File: config.mk
export PLATFORM = sky130hd
export DESIGN_NAME = mac_sequencer
export DESIGN_NICKNAME = d
export VERILOG_FILES = /design/src/rtl/mac_sequencer.sv
export SDC_FILE = /design/constraint.sdc
export NUM_CORES = 1
export LEC_CHECK = 0
export BUFFER_PORTS_ARGS = -buffer_cell sky130_fd_sc_hd__buf_2
export CAP_MARGIN = 15
export CORE_MARGIN = 2
export CORE_UTILIZATION = 30
export CTS_CLUSTER_SIZE = 20
export DETAILED_ROUTE_END_ITERATION = 10
export SLEW_MARGIN = 20
export SYNTH_ARGS = -nofsm -noshare
export SYNTH_HDL_FRONTEND = slang
export SYNTH_SLANG_ARGS = --single-unit
File: constraint.sdc
create_clock -name i_clock -period 6 [get_ports i_clock]
set_clock_uncertainty 0.1 [all_clocks]
set_input_delay 0.3 -clock i_clock [delete_from_list [all_inputs] [get_ports i_clock]]
set_output_delay 0.3 -clock i_clock [all_outputs]
set_load 0.05 [all_outputs]
File: src/rtl/mac_sequencer.sv
// Dot-product sequencer: walks romA/romB addresses for one job, aligns the
// accumulator enables to ROM data latency and reports completion.
module mac_sequencer #(
  parameter int NUM_BEATS = 64,
  parameter int ROM_LAT   = 1,
  parameter int TREE_LAT  = 1
) (
  input  logic        i_clock,
  input  logic        i_reset_l,
  input  logic        i_start,
  input  logic        i_abort,
  input  logic [11:0] i_a_base,
  input  logic [11:0] i_a_stride,
  input  logic [5:0]  i_b_base,
  output logic [11:0] o_romA_addr,
  output logic [5:0]  o_romB_addr,
  output logic        o_acc_en,
  output logic        o_acc_clear,
  output logic        o_busy,
  output logic        o_done,
  output logic        o_result_valid,
  output logic [15:0] o_clock_cycle_count
);

  typedef enum logic [1:0] {IDLE, ISSUE, DRAIN, DONE} state_t;

  localparam logic [11:0] LAST_BEAT  = 12'(NUM_BEATS - 1);
  localparam logic [3:0]  DRAIN_LAST = 4'(ROM_LAT + TREE_LAT - 1);

  state_t r_state;
  state_t w_next;

  logic [11:0]        r_beatIdx;
  logic [3:0]         r_drainCnt;
  logic [11:0]        r_aStride;
  logic [11:0]        r_romAAddr;
  logic [5:0]         r_romBAddr;
  logic [ROM_LAT-1:0] r_issuePipe;
  logic [ROM_LAT-1:0] r_firstPipe;
  logic               r_busy;
  logic               r_done;
  logic               r_resultValid;
  logic [15:0]        r_cycleCount;

  logic               w_idleLike;
  logic               w_busyState;
  logic               w_accept;
  logic               w_abort;
  logic               w_lastBeat;
  logic               w_drainEnd;
  logic               w_issueNow;
  logic               w_firstNow;
  logic [ROM_LAT:0]   w_issueExt;
  logic [ROM_LAT:0]   w_firstExt;

  // Abort takes priority over start in every state.
  assign w_idleLike  = (r_state == IDLE) || (r_state == DONE);
  assign w_busyState = (r_state == ISSUE) || (r_state == DRAIN);
  assign w_accept    = w_idleLike && i_start && !i_abort;
  assign w_abort     = w_busyState && i_abort;
  assign w_lastBeat  = (r_beatIdx == LAST_BEAT);
  assign w_drainEnd  = (r_drainCnt == DRAIN_LAST);
  assign w_issueNow  = (r_state == ISSUE) && !i_abort;
  assign w_firstNow  = w_issueNow && (r_beatIdx == 12'd0);
  assign w_issueExt  = {r_issuePipe, w_issueNow};
  assign w_firstExt  = {r_firstPipe, w_firstNow};

  always_comb begin
    w_next = r_state;
    case (r_state)
      IDLE, DONE: begin
        if (w_accept) w_next = ISSUE;
      end
      ISSUE: begin
        if (i_abort)         w_next = IDLE;
        else if (w_lastBeat) w_next = DRAIN;
      end
      DRAIN: begin
        if (i_abort)         w_next = IDLE;
        else if (w_drainEnd) w_next = DONE;
      end
      default: w_next = IDLE;
    endcase
  end

  always_ff @(posedge i_clock or negedge i_reset_l) begin
    if (!i_reset_l) begin
      r_state       <= IDLE;
      r_beatIdx     <= '0;
      r_drainCnt    <= '0;
      r_aStride     <= '0;
      r_romAAddr    <= '0;
      r_romBAddr    <= '0;
      r_issuePipe   <= '0;
      r_firstPipe   <= '0;
      r_busy        <= 1'b0;
      r_done        <= 1'b0;
      r_resultValid <= 1'b0;
      r_cycleCount  <= '0;
    end else begin
      r_state       <= w_next;
      r_busy        <= (w_next == ISSUE) || (w_next == DRAIN);
      r_done        <= (w_next == DONE);
      r_resultValid <= (w_next == DONE) && (r_state != DONE);

      // Latency pipes carry issue-valid and first-beat markers to ROM data time.
      if (w_abort) begin
        r_issuePipe <= '0;
        r_firstPipe <= '0;
      end else begin
        r_issuePipe <= w_issueExt[ROM_LAT-1:0];
        r_firstPipe <= w_firstExt[ROM_LAT-1:0];
      end

      if (w_accept) begin
        r_beatIdx    <= '0;
        r_drainCnt   <= '0;
        r_aStride    <= i_a_stride;
        r_romAAddr   <= i_a_base;
        r_romBAddr   <= i_b_base;
        r_cycleCount <= '0;
      end else if (w_busyState && !i_abort) begin
        if (r_cycleCount != 16'hFFFF) r_cycleCount <= r_cycleCount + 16'd1;
        if ((r_state == ISSUE) && !w_lastBeat) begin
          r_beatIdx  <= r_beatIdx + 12'd1;
          r_romAAddr <= r_romAAddr + r_aStride;
          r_romBAddr <= r_romBAddr + 6'd1;
        end
        if (r_state == DRAIN) r_drainCnt <= r_drainCnt + 4'd1;
      end
    end
  end

  assign o_romA_addr         = r_romAAddr;
  assign o_romB_addr         = r_romBAddr;
  assign o_acc_en            = r_issuePipe[ROM_LAT-1];
  assign o_acc_clear         = r_firstPipe[ROM_LAT-1];
  assign o_busy              = r_busy;
  assign o_done              = r_done;
  assign o_result_valid      = r_resultValid;
  assign o_clock_cycle_count = r_cycleCount;

endmodule

==> out/qor_table.md, run 1 <==
| Group | Parameter | This run |
|:---|:---|:---|
| run status | Outcome | finished, final reports clean |
| synthesis | Synthesis Warnings | 0 |
| power | Total power per unit cell area | 541 nW/um^2 |
| placed design | Port Buf Inserts | 72 |
| floorplanning | Placeable core region | 12100 um^2 |
| floorplanning | Initial cell density of the core | 0.311 |
| floorplanning | Ports | 73 |
| power | P_leak | 0.00221 uW |
| synthesis | Cell variety after synth | 48 |
| sta | Worst hold margin | 0.0564 ns |
| flow run | Max-capacitance violation count | 0 |
| clock tree | Worst skew pair latency | 0.33 ns |
| synthesis | Top area cells in the synthesized netlist | dfrtp_1 (46%), ha_1 (7.0%), nand2_1 (6.4%) |
| setup path | Cell-by-cell trace of the critical path | inv_1 -> ha_1 -> and3b_2 -> buf_4 -> or4_1 -> o2111ai_2 -> nor4_1 -> xnor2_1 -> nor2_1 |
| synthesis | Synth Register Bits | 69 |
| final layout | Layout cells sized above 1 | 0.196 |
| floorplanning | Die span in y | 116 um |
| clock tree | Clock tree from TritonCTS | done |
| synthesis | Post-synth EDFFs | 0 |
| clock tree | TritonCTS buffer count | 9 |
| clock tree | Clk pin slew, worst setup/hold paths | 0.06 ns |
| synthesis | Number of instances in the synthesized netlist | 418 |
| synthesis | Average cell area after synthesis | 9.00 um^2 |
| floorplanning | Die area | 13400 um^2 |
| sta | Setup repair after global routing missed its margin | no |
| clock tree | Clk root buf | clkbuf_16 |
| hold path | Hold Path Cell Cnt | 3 |
| setup path | Data required, critical path | 6.08 ns |
| setup path | Number of buffer and inverter stages on the critical path | 2 |
| floorplanning | Horizontal die dimension | 116 um |
| setup path | Worst-path cell with the longest stage delay | or4_1 |
| drt | Number of vias in the routed layout | 3215 |
| sta | Final hold vios | 0 |
| clock tree | TritonCTS sink count | 69 |
| clock tree | Number of setup buffers added after CTS | 0 |
| sta | Final number of setup-violating endpoints | 0 |
| global route | Initial antenna violation count | 0 |
| synthesis | Post-synth top flop | dfrtp_1 |
| sta | Pins over their slew limit | 0 |
| drt | Post-route ant nets | 0 |
| sta | Ratio of final minimum period to clock period | 0.522 |
| global route | Overall routing resource usage | 0.139 |
| placed design | HPWL reported at the end of detailed placement | 6270 um |
| setup path | Path depth of the worst reg2reg path | 9 |
| setup path | Crit-path max cell delay | 0.67 ns |
| power | Peak ir drop on the vdd network | 0.310 mV |
| setup path | Crit-path leading delay family | simple AND/OR/NAND/NOR gates |
| setup path | Critical path launch point type | flop |
| clock tree | Maximum buffer depth of the clock tree | 2 |
| sta | Tightest Pin Transition | 0.875 ns |
| final layout | Area added between synthesis and finish | 24.2% |
| drt | Routed wirelength normalized by instance count | 13.5 um |
| drt | Number of vias per cell after detailed routing | 4.84 |
| synthesis | Cell type with the largest total area after synthesis | dfrtp_1 |
| clock tree | Hold-fix buffers, CTS | 0 |
| floorplanning | Std-Cell Rows | 40 |
| global route | Global-route wire length before repair | 15000 um |
| synthesis | Sequential share of the synthesized area | 0.459 |
| global route | Number of global-route vias before repair | 3211 |
| placed design | Final RePlAce weighted congestion | 0.750 |
| setup path | Arrival time of data at the critical path endpoint | 3.21 ns |
| drt | Number of optimization iterations in the first detailed-route pass | 4 |
| setup path | Logic depth of the worst path, buffers included | 9 |
| sta | Final critical-path required period | 3.13 ns |
| synthesis | Synth top area share | 0.459 |
| setup path | Highest net fanout along the worst path | 66 |
| global route | Remaining global-route overflow | 0 |
| sta | Setup TNS | 0 ns |
| synthesis | Total standard cell area after synthesis | 3760 um^2 |
| global route | Largest net degree at the start of global routing | 70 |
| drt | DRC viols | 0 |
| setup path | Category of the most critical setup path | reg2reg |
| sta | Peak Freq | 319 MHz |
| hold path | Path category of the worst min-delay check | in2reg |
| final layout | Final layout net count | 547 |
| final layout | Ant. Diodes | 0 |
| setup path | Kind of end point of the critical path | flop |
| synthesis | Async set-or-reset flop fraction in the synthesized netlist | 1.00 |
| clock tree | Number of gates given a new drive strength after cts | 0 |
| drt | Wirelength, routed | 8970 um |
| sta | Worst slew margin relative to its limit | 0.417 |
| drt | Number of DRC violations after detailed-routing iteration 0 | 163 |
| clock tree | CTS H-Tree Depth | 3 |
| synthesis | Number of nets in the synthesized netlist | 474 |
[path summary, 6_finish.rpt]
check,startpoint,to,slack [ns]
max in group asynchronous,i_reset_l,r_aStride[1],5.15
hold reg to reg,r_aStride[4],r_aStride[4],0.38
min in group asynchronous,i_reset_l,o_romB_addr[4],0.07
setup reg to reg,r_state[0],o_clock_cycle_count[15],2.87
setup / recovery,r_state[0],o_clock_cycle_count[15],2.87
hold / removal,i_a_stride[4],r_aStride[4],0.06
[metal layers]
metal,GRT usage,share of wire,vias to the layer above
met5,0,0,-
met4,0.0413,0.0085,0
met3,0.0303,0.050,7
met2,0.229,0.48,78
met1,0.185,0.47,1525
li1,-,-,1605
[synth_stat cells (2+ instances only)]
master / count
and4_1: 3
nor2b_1: 4
o21a_1: 5
nand3_1: 16
xor2_1: 8
a31oi_1: 4
and3_1: 2
dfrtp_1: 69
ha_1: 21
a21o_1: 5
nor2_1: 48
o21ai_0: 32
clkbuf_1: 11
a22oi_1: 7
nand4_1: 7
nor3_1: 14
nor4_1: 7
a41oi_1: 2
and2_1: 2
xnor2_1: 20
o211ai_1: 2
or4_1: 2
a21oi_1: 14
nand2_1: 64
inv_1: 19
buf_2: 3
nand2b_1: 3
a211oi_1: 4
[cells in the final DEF, fill, tap and decap left out, drive strengths merged, types with 2 or more instances in the layout]
master  count
a211oi      4
a21o        5
a21oi      14
a22oi       7
a31oi       4
a41oi       2
and2        2
and3        2
and4        3
buf        76
bufinv      3
clkbuf     11
dfrtp      69
ha         21
inv        19
nand2      64
nand2b      3
nand3      16
nand4       7
nor2       48
nor2b       4
nor3       14
nor4        7
o211ai      2
o21a        5
o21ai      34
or4         2
xnor2      20
xor2        8
[cell families (layout without fill, tap and decap cells)]
family,count (synthesis),count (layout),synth area share
AO/OA/AOI/OAI,89,89,0.152
adder cells (fa/ha/maj),22,22,0.0752
buffers and inverters,33,111,0.0339
multiplexers,1,1,0.00266
flip-flops,69,69,0.459
AND/OR/NAND/NOR,176,176,0.212
XOR/XNOR,28,28,0.0652
[power by group]
part	switching, uW	total [uW]	internal, uW
clock	204	633	430
combinational	762	1150	391
sequential	130	738	608
[metrics by stage]
stage	utilization	instance area, um^2	setup slack (ns)	std cells	total power [uW]
after floorplan	-	3760	3.61	418	1610
after global placement	0.356	4310	3.00	648	1870
after detailed placement	0.356	4310	2.85	648	1890
after CTS	0.386	4670	2.83	664	2540
after global routing	0.386	4670	2.56	664	2710
final	0.386	4670	2.87	664	2520
[tightest hold or removal path: stages]
cell     delay (ns)
buf_2          0.07
nand2_1        0.04
nand2_1        0.04
[flip-flops by register name, indices dropped and copies added (netlist names)]
register,count
o_clock_cycle_count,16
r_drainCnt,4
o_acc_clear,1
o_romA_addr,12
o_romB_addr,6
r_state,2
o_acc_en,1
o_result_valid,1
o_busy,1
o_done,1
r_aStride,12
r_beatIdx,12
[final cells by class]
class / instances / area (um^2)
clock buffer: 11 / 253
clock inverter: 5 / 106
fill: 1275 / 7440
inverter: 19 / 71.3
multi-input combinational: 316 / 1910
sequential: 69 / 1730
tap: 168 / 210
timing repair buffer: 76 / 390
Note: power is estimated with default switching activity, not from simulation.
==> run 2, diff against run 1 <==
- ABC_AREA: not set -> 1
- clock period: 6 -> 3.2 ns (I/O delays scaled with it)
==> out/qor_table.md, run 2 <==
| Group | Parameter | This run | Delta |
|:---|:---|:---|:---|
| setup path | Kind of end point of the critical path | flop |  |
| synthesis | Top area cells in the synthesized netlist | dfrtp_1 (39%), nand2_1 (19%), nand3_1 (6.1%) |  |
| placed design | Port Buf Inserts | 72 | unchanged |
| power | P_leak | 0.00275 uW | +25% |
| sta | Final number of setup-violating endpoints | 0 | unchanged |
| sta | Tightest Pin Transition | 0.891 ns | +0.0164 ns |
| floorplanning | Ports | 73 | unchanged |
| drt | Number of DRC violations after detailed-routing iteration 0 | 148 | -9.2% |
| final layout | Reg area | 1730 um^2 | unchanged |
| setup path | Data required, critical path | 3.36 ns | -2.72 ns |
| placed design | HPWL reported at the end of detailed placement | 7650 um | +22% |
| sta | Setup repair after global routing missed its margin | no |  |
| global route | Remaining global-route overflow | 0 | unchanged |
| floorplanning | Initial cell density of the core | 0.304 | -0.00667 |
| drt | Number of vias in the routed layout | 4005 | +25% |
| sta | Worst slew margin relative to its limit | 0.406 | -0.0109 |
| sta | Worst hold margin | 0.0160 ns | -0.0404 ns |
| setup path | Category of the most critical setup path | reg2reg |  |
| global route | Overall routing resource usage | 0.140 | +0.00104 |
| final layout | Fillers | 1579 | +24% |
| clock tree | Maximum buffer depth of the clock tree | 2 | unchanged |
| drt | Routed wirelength normalized by instance count | 12.0 um | -11% |
| power | Design internal power | 2580 uW | +81% |
| floorplanning | Horizontal die dimension | 125 um | +7.7% |
| clock tree | Clk root buf | clkbuf_16 |  |
| power | Total power per unit cell area | 951 nW/um^2 | +76% |
| synthesis | Total standard cell area after synthesis | 4380 um^2 | +17% |
| hold path | Hold Path Cell Cnt | 5 | +2 |
| clock tree | TritonCTS buffer count | 9 | unchanged |
| synthesis | Post-synth EDFFs | 0 | unchanged |
| drt | Wirelength, routed | 10600 um | +18% |
| setup path | Arrival time of data at the critical path endpoint | 2.65 ns | -0.56 ns |
| power | Sequential share of power | 0.290 | -0.002 |
| drt | Number of vias per cell after detailed routing | 4.55 | -6.1% |
| global route | Met1 capacity usage during global routing | 0.197 | +0.0122 |
| hold path | Path category of the worst min-delay check | in2reg |  |
| global route | Busiest grt layer | met2 |  |
| placed design | Final RePlAce weighted congestion | 0.865 | +15% |
| floorplanning | Std-Cell Rows | 44 | +10% |
| clock tree | Number of gates given a new drive strength after cts | 0 | unchanged |
| synthesis | Number of nets in the synthesized netlist | 666 | +41% |
| sta | Setup TNS | 0 ns | unchanged |
| setup path | Crit-path max cell delay | 0.40 ns | -0.27 ns |
| synthesis | Sequential share of the synthesized area | 0.394 | -0.0651 |
| global route | Largest net degree at the start of global routing | 70 | unchanged |
| power | Peak ir drop on the vdd network | 0.428 mV | +38% |
| final layout | Commonest non-fill, non-tap cell in the layout | nand2_1 |  |
| setup path | Worst-path cell with the longest stage delay | ha_1 |  |
| hold path | Hold endpoint | o_romB_addr[1] |  |
| synthesis | Synth Register Bits | 69 | unchanged |
| synthesis | Cell type with the largest total area after synthesis | dfrtp_1 |  |
| synthesis | Ranking of synthesized cells by instance count | nand2_1 (225), dfrtp_1 (69), inv_1 (57) |  |
| hold path | Beginning of the worst hold path | i_b_base[1] |  |
| floorplanning | Die span in y | 125 um | +7.7% |
| synthesis | Number of instances in the synthesized netlist | 610 | +46% |
| sta | Peak Freq | 402 MHz | +26% |
| synthesis | Cell variety after synth | 37 | -23% |
| synthesis | Synth top area share | 0.394 | -0.0651 |
| global route | Met3 capacity usage during global routing | 0.0159 | -0.0144 |
| setup path | Path depth of the worst reg2reg path | 8 | -1 |
| sta | Final critical-path required period | 2.49 ns | -0.645 ns |
| final layout | Area of combinational cells with multiple inputs | 2320 um^2 | +22% |
| clock tree | Clk pin slew, worst setup/hold paths | 0.05 ns | about the same |
| global route | Initial antenna violation count | 0 | unchanged |
| setup path | Most used cell, CP | o21ai_2 |  |
| global route | Global-route wire length before repair | 18100 um | +20% |
| final layout | Final layout net count | 749 | +37% |
| final layout | Most used cells in the layout excluding fill and tap cells | nand2_1 (225), buf_2 (71), dfrtp_1 (69), inv_1 (57), nand3_1 (53) |  |
| clock tree | Clock tree from TritonCTS | done |  |
| global route | Met2 usage | 0.216 | -0.0129 |
| drt | Number of optimization iterations in the first detailed-route pass | 4 | unchanged |
| setup path | Highest net fanout along the worst path | 35 | -47% |
| final layout | Area added between synthesis and finish | 21.1% |  |
| drt | DRC viols | 0 | unchanged |
| clock tree | Worst skew pair latency | 0.33 ns | about the same |
| floorplanning | Die area | 15600 um^2 | +16% |
| synthesis | Post-synth top flop | dfrtp_1 |  |
| sta | Pins over their slew limit | 0 | unchanged |
| setup path | Worst r2r src | r_state[0] |  |
| setup path | Worst r2r dst | o_romB_addr[3] |  |
| final layout | Layout cells sized above 1 | 0.165 | -0.0306 |
| clock tree | Number of setup buffers added after CTS | 0 | unchanged |
| final layout | Final standard cell utilization of the core | 0.368 | -0.0177 |
| final layout | Ant. Diodes | 0 | unchanged |
| global route | Number of global-route vias before repair | 3833 | +19% |
| synthesis | Average cell area after synthesis | 7.19 um^2 | -20% |
| sta | Final hold vios | 0 | unchanged |
| drt | Post-route ant nets | 0 | unchanged |
| clock tree | TritonCTS sink count | 69 | unchanged |
| synthesis | Cell with the most instances after synthesis | nand2_1 |  |
| flow run | Max-capacitance violation count | 0 | unchanged |
| setup path | Reg-to-reg setup timing slack | 0.71 ns | -2.16 ns |
| run status | Outcome | finished, final reports clean |  |
| setup path | Critical path launch point type | flop |  |
| synthesis | Async set-or-reset flop fraction in the synthesized netlist | 1.00 | unchanged |
| final layout | Max FFs per register | 16 | unchanged |
| power | Sw Share | 0.488 | +0.0537 |
| setup path | Cell-by-cell trace of the critical path | inv_1 -> ha_1 -> nand3_2 -> o21ai_2 -> nand2_4 -> inv_4 -> nand2_1 -> o21ai_2 |  |
| synthesis | Synthesis Warnings | 0 | unchanged |
| clock tree | CTS H-Tree Depth | 3 | unchanged |
| sta | Ratio of final minimum period to clock period | 0.777 | +0.255 |
| power | Switching component of the power | 2460 uW | +120% |
| floorplanning | Placeable core region | 14400 um^2 | +19% |
| power | Part of the total power dissipated in combinational logic | 0.525 | +0.068 |
| power | Clock network fraction of total power | 0.185 | -0.066 |
## run 2: layer usage
layer  up-vias  part of all wire
met5         -                 0
met4         0             0.020
met3        13             0.028
met2        63              0.43
met1      1812              0.52
li1       2117                 -
## run 2: what timing repair did
item                                   CTS  global route
setup endpoints to repair                0             0
hold buffers                            13             0
endpoints found under the hold margin   81             0
## run 2: how the worst max path moves through the flow
stage | depth (start not counted) | startpoint | to
floorplan | 11 | o_romA_addr[0] | o_romA_addr[8]
global placement | 8 | r_state[0] | o_romA_addr[7]
detailed placement | 8 | r_state[0] | r_beatIdx[7]
CTS | 8 | r_state[0] | o_romA_addr[7]
global route | 8 | r_state[0] | o_romB_addr[4]
finish | 8 | r_state[0] | o_romB_addr[3]
## run 2: cells by family after synthesis
family / share of synthesized area
AND/OR/NAND/NOR: 0.355
buffers and inverters: 0.0759
flip-flops: 0.394
AO/OA/AOI/OAI: 0.0768
adder cells (fa/ha/maj): 0.0645
XOR/XNOR: 0.0320
multiplexers: 0.00228
## run 2: worst max-delay path: cells and delay by family (launching register included)
kind | cells | cell delay (ns)
DFF | 1 | 0.37
buffers and inverters | 2 | 0.43
adders and majority gates | 1 | 0.40
and+or+nand+nor | 3 | 0.76
AOI/OAI and AO/OA | 2 | 0.36
## run 2: power groups by stage
stage | clock network (uW) | registers, uW | logic, uW
after floorplan | 0 | 1960 | 1590
after global placement | 0 | 1480 | 2640
after detailed placement | 0 | 1480 | 2650
after CTS | 964 | 1470 | 2670
after global routing | 996 | 1510 | 3000
final | 932 | 1460 | 2650
## run 2: area by class of cell
cell class	instances	share of cell area
Sequential cell	69	0.325
Multi-Input combinational cell	464	0.438
Timing Repair Buffer	88	0.0971
Clock buffer	14	0.0516
Tap cell	184	0.0434
Inverter	61	0.0436
Clock inverter	1	0.000943
## run 2: metrics by stage
step                worst slack [ns]  std cells  total power (uW)  area (um^2)
floorplan                       1.12        610              3560         4380
global placement               0.771        853              4110         4900
detailed placement             0.709        853              4130         4900
CTS                            0.696        881              5100         5310
global route                   0.456        881              5510         5310
finish                         0.714        881              5050         5310
==> run 3, diff against run 2 <==
- clock period: 3.2 -> 2.6 ns (I/O delays scaled with it)
==> out/qor_table.md, run 3 (same netlist as run 2, synthesis figures left out) <==
| Group | Parameter | This run | Delta |
|:---|:---|:---|:---|
| setup path | Arrival time of data at the critical path endpoint | 2.29 ns | -0.36 ns |
| sta | Tightest Pin Transition | 0.881 ns | -0.0102 ns |
| drt | Number of optimization iterations in the first detailed-route pass | 7 | +3 |
| sta | Final critical-path required period | 2.13 ns | -0.352 ns |
| floorplanning | Die area | 15600 um^2 | unchanged |
| power | Clock network fraction of total power | 0.184 | about the same |
| power | Switching component of the power | 3070 uW | +25% |
| global route | Busiest grt layer | met2 |  |
| clock tree | CTS H-Tree Depth | 3 | unchanged |
| final layout | Most used cells in the layout excluding fill and tap cells | nand2_1 (225), buf_2 (71), dfrtp_1 (69), inv_1 (57), nand3_1 (53) |  |
| global route | Remaining global-route overflow | 0 | unchanged |
| setup path | Worst r2r src | r_state[0] |  |
| power | Part of the total power dissipated in combinational logic | 0.528 | +0.003 |
| power | Peak ir drop on the vdd network | 0.583 mV | +36% |
| global route | Met1 capacity usage during global routing | 0.204 | +0.00685 |
| global route | Met3 capacity usage during global routing | 0.0185 | +0.00258 |
| global route | Number of global-route vias before repair | 3791 | -1.1% |
| sta | Pins over their slew limit | 0 | unchanged |
| setup path | Category of the most critical setup path | reg2reg |  |
| clock tree | TritonCTS sink count | 69 | unchanged |
| setup path | Highest net fanout along the worst path | 24 | -31% |
| placed design | HPWL reported at the end of detailed placement | 7740 um | +1.2% |
| power | Design internal power | 3180 uW | +23% |
| sta | Worst slew margin relative to its limit | 0.413 | +0.00680 |
| final layout | Max FFs per register | 16 | unchanged |
| final layout | Layout cells sized above 1 | 0.170 | +0.00474 |
| drt | Number of vias per cell after detailed routing | 4.60 | +1.1% |
| global route | Met2 usage | 0.216 | unchanged |
| clock tree | Clock tree from TritonCTS | done |  |
| global route | Largest net degree at the start of global routing | 70 | unchanged |
| power | Total power per unit cell area | 1160 nW/um^2 | +22% |
| global route | Overall routing resource usage | 0.142 | +0.00133 |
| global route | Initial antenna violation count | 0 | unchanged |
| power | Sequential share of power | 0.288 | -0.002 |
| sta | Ratio of final minimum period to clock period | 0.821 | +0.0439 |
| flow run | Max-capacitance violation count | 0 | unchanged |
| hold path | Hold Path Cell Cnt | 5 | unchanged |
| floorplanning | Placeable core region | 14400 um^2 | unchanged |
| floorplanning | Die span in y | 125 um | unchanged |
| final layout | Area added between synthesis and finish | 23.0% |  |
| sta | Setup TNS | 0 ns | unchanged |
| clock tree | Maximum buffer depth of the clock tree | 2 | unchanged |
| clock tree | Number of setup buffers added after CTS | 0 | unchanged |
| floorplanning | Horizontal die dimension | 125 um | unchanged |
| drt | Wirelength, routed | 10700 um | +0.98% |
| setup path | Worst r2r dst | r_beatIdx[8] |  |
| setup path | Critical path launch point type | flop |  |
| clock tree | Hold-fix buffers, CTS | 19 | +6 |
| sta | Worst hold margin | 0.00824 ns | -0.00772 ns |
| setup path | Reg-to-reg setup timing slack | 0.47 ns | -0.25 ns |
| floorplanning | Ports | 73 | unchanged |
| drt | Post-route ant nets | 0 | unchanged |
| drt | DRC viols | 0 | unchanged |
| clock tree | TritonCTS buffer count | 9 | unchanged |
| power | Pwr Total | 6250 uW | +24% |
| drt | Number of vias in the routed layout | 4096 | +2.3% |
| sta | Peak Freq | 469 MHz | +16% |
| floorplanning | Std-Cell Rows | 44 | unchanged |
| power | P_leak | 0.00279 uW | +1.4% |
| clock tree | Worst skew pair latency | 0.33 ns | about the same |
| sta | Setup repair after global routing missed its margin | no |  |
| final layout | Final layout net count | 758 | +1.2% |
| sta | Final number of setup-violating endpoints | 0 | unchanged |
| sta | Final hold vios | 0 | unchanged |
| clock tree | Clk root buf | clkbuf_16 |  |
| drt | Number of DRC violations after detailed-routing iteration 0 | 181 | +22% |
| placed design | Port Buf Inserts | 72 | unchanged |
| global route | Global-route wire length before repair | 18300 um | +0.99% |
| setup path | Data required, critical path | 2.76 ns | -0.60 ns |
| hold path | Beginning of the worst hold path | i_a_base[5] |  |
| floorplanning | Initial cell density of the core | 0.304 | unchanged |
| power | Sw Share | 0.491 | +0.00314 |
| drt | Routed wirelength normalized by instance count | 12.0 um | -0.16% |
| clock tree | Clk pin slew, worst setup/hold paths | 0.06 ns | about the same |
| final layout | Commonest non-fill, non-tap cell in the layout | nand2_1 |  |
| clock tree | Number of gates given a new drive strength after cts | 0 | unchanged |
| final layout | Ant. Diodes | 0 | unchanged |
| placed design | Final RePlAce weighted congestion | 0.887 | +2.5% |
| setup path | Kind of end point of the critical path | flop |  |
| setup path | Path depth of the worst reg2reg path | 8 | unchanged |
| hold path | Hold endpoint | o_romA_addr[5] |  |
| run status | Outcome | finished, final reports clean |  |
| hold path | Path category of the worst min-delay check | in2reg |  |
run 3: power groups by stage:
stage	Clock [uW]	Sequential (uW)	Combinational (uW)
after floorplan	0	2410	1960
after global placement	0	1820	3270
after detailed placement	0	1810	3300
after CTS	1190	1800	3330
after global routing	1240	1860	3720
final	1150	1800	3300
run 3: area by class of cell:
type	count	area, um^2
fill	1562	9030
multi-input combinational	464	2320
sequential	69	1730
timing repair buffer	97	598
clock buffer	12	256
inverter	61	231
tap	184	230
clock inverter	4	22.5
run 3: worst max-delay path by stage:
stage                   startpoint              to  cells past startpoint
finish                  r_state[0]    r_beatIdx[8]                      8
global route            r_state[0]  o_romA_addr[6]                      8
CTS                     r_state[0]    r_beatIdx[8]                      8
detailed placement      r_state[0]  o_romB_addr[3]                      8
global placement        r_state[0]  o_romA_addr[7]                      8
floorplan           o_romA_addr[0]  o_romA_addr[8]                     11
run 3: per-layer routing:
layer / part of all wire / wire (um)
met1: 0.51 / 5410
met2: 0.45 / 4750
met3: 0.028 / 302
met4: 0.019 / 198
met5: 0 / 0
run 3: critical path, cell delays in order (launching register included):
cell     delay (ns)
dfrtp_1        0.37
inv_1          0.07
ha_1           0.41
nand3_2        0.17
o21ai_2        0.19
nand2_4        0.23
inv_4          0.31
nand2_1        0.11
o21ai_2        0.06
run 3: metrics by stage:
step	cells	setup WS, ns	instance area, um^2	utilization
2_1_floorplan	610	0.516	4380	-
3_3_place_gp	856	0.534	4920	0.341
3_5_place_dp	856	0.464	4920	0.341
4_1_cts	891	0.444	5390	0.374
5_1_grt	891	0.257	5390	0.374
6_report	891	0.466	5390	0.374
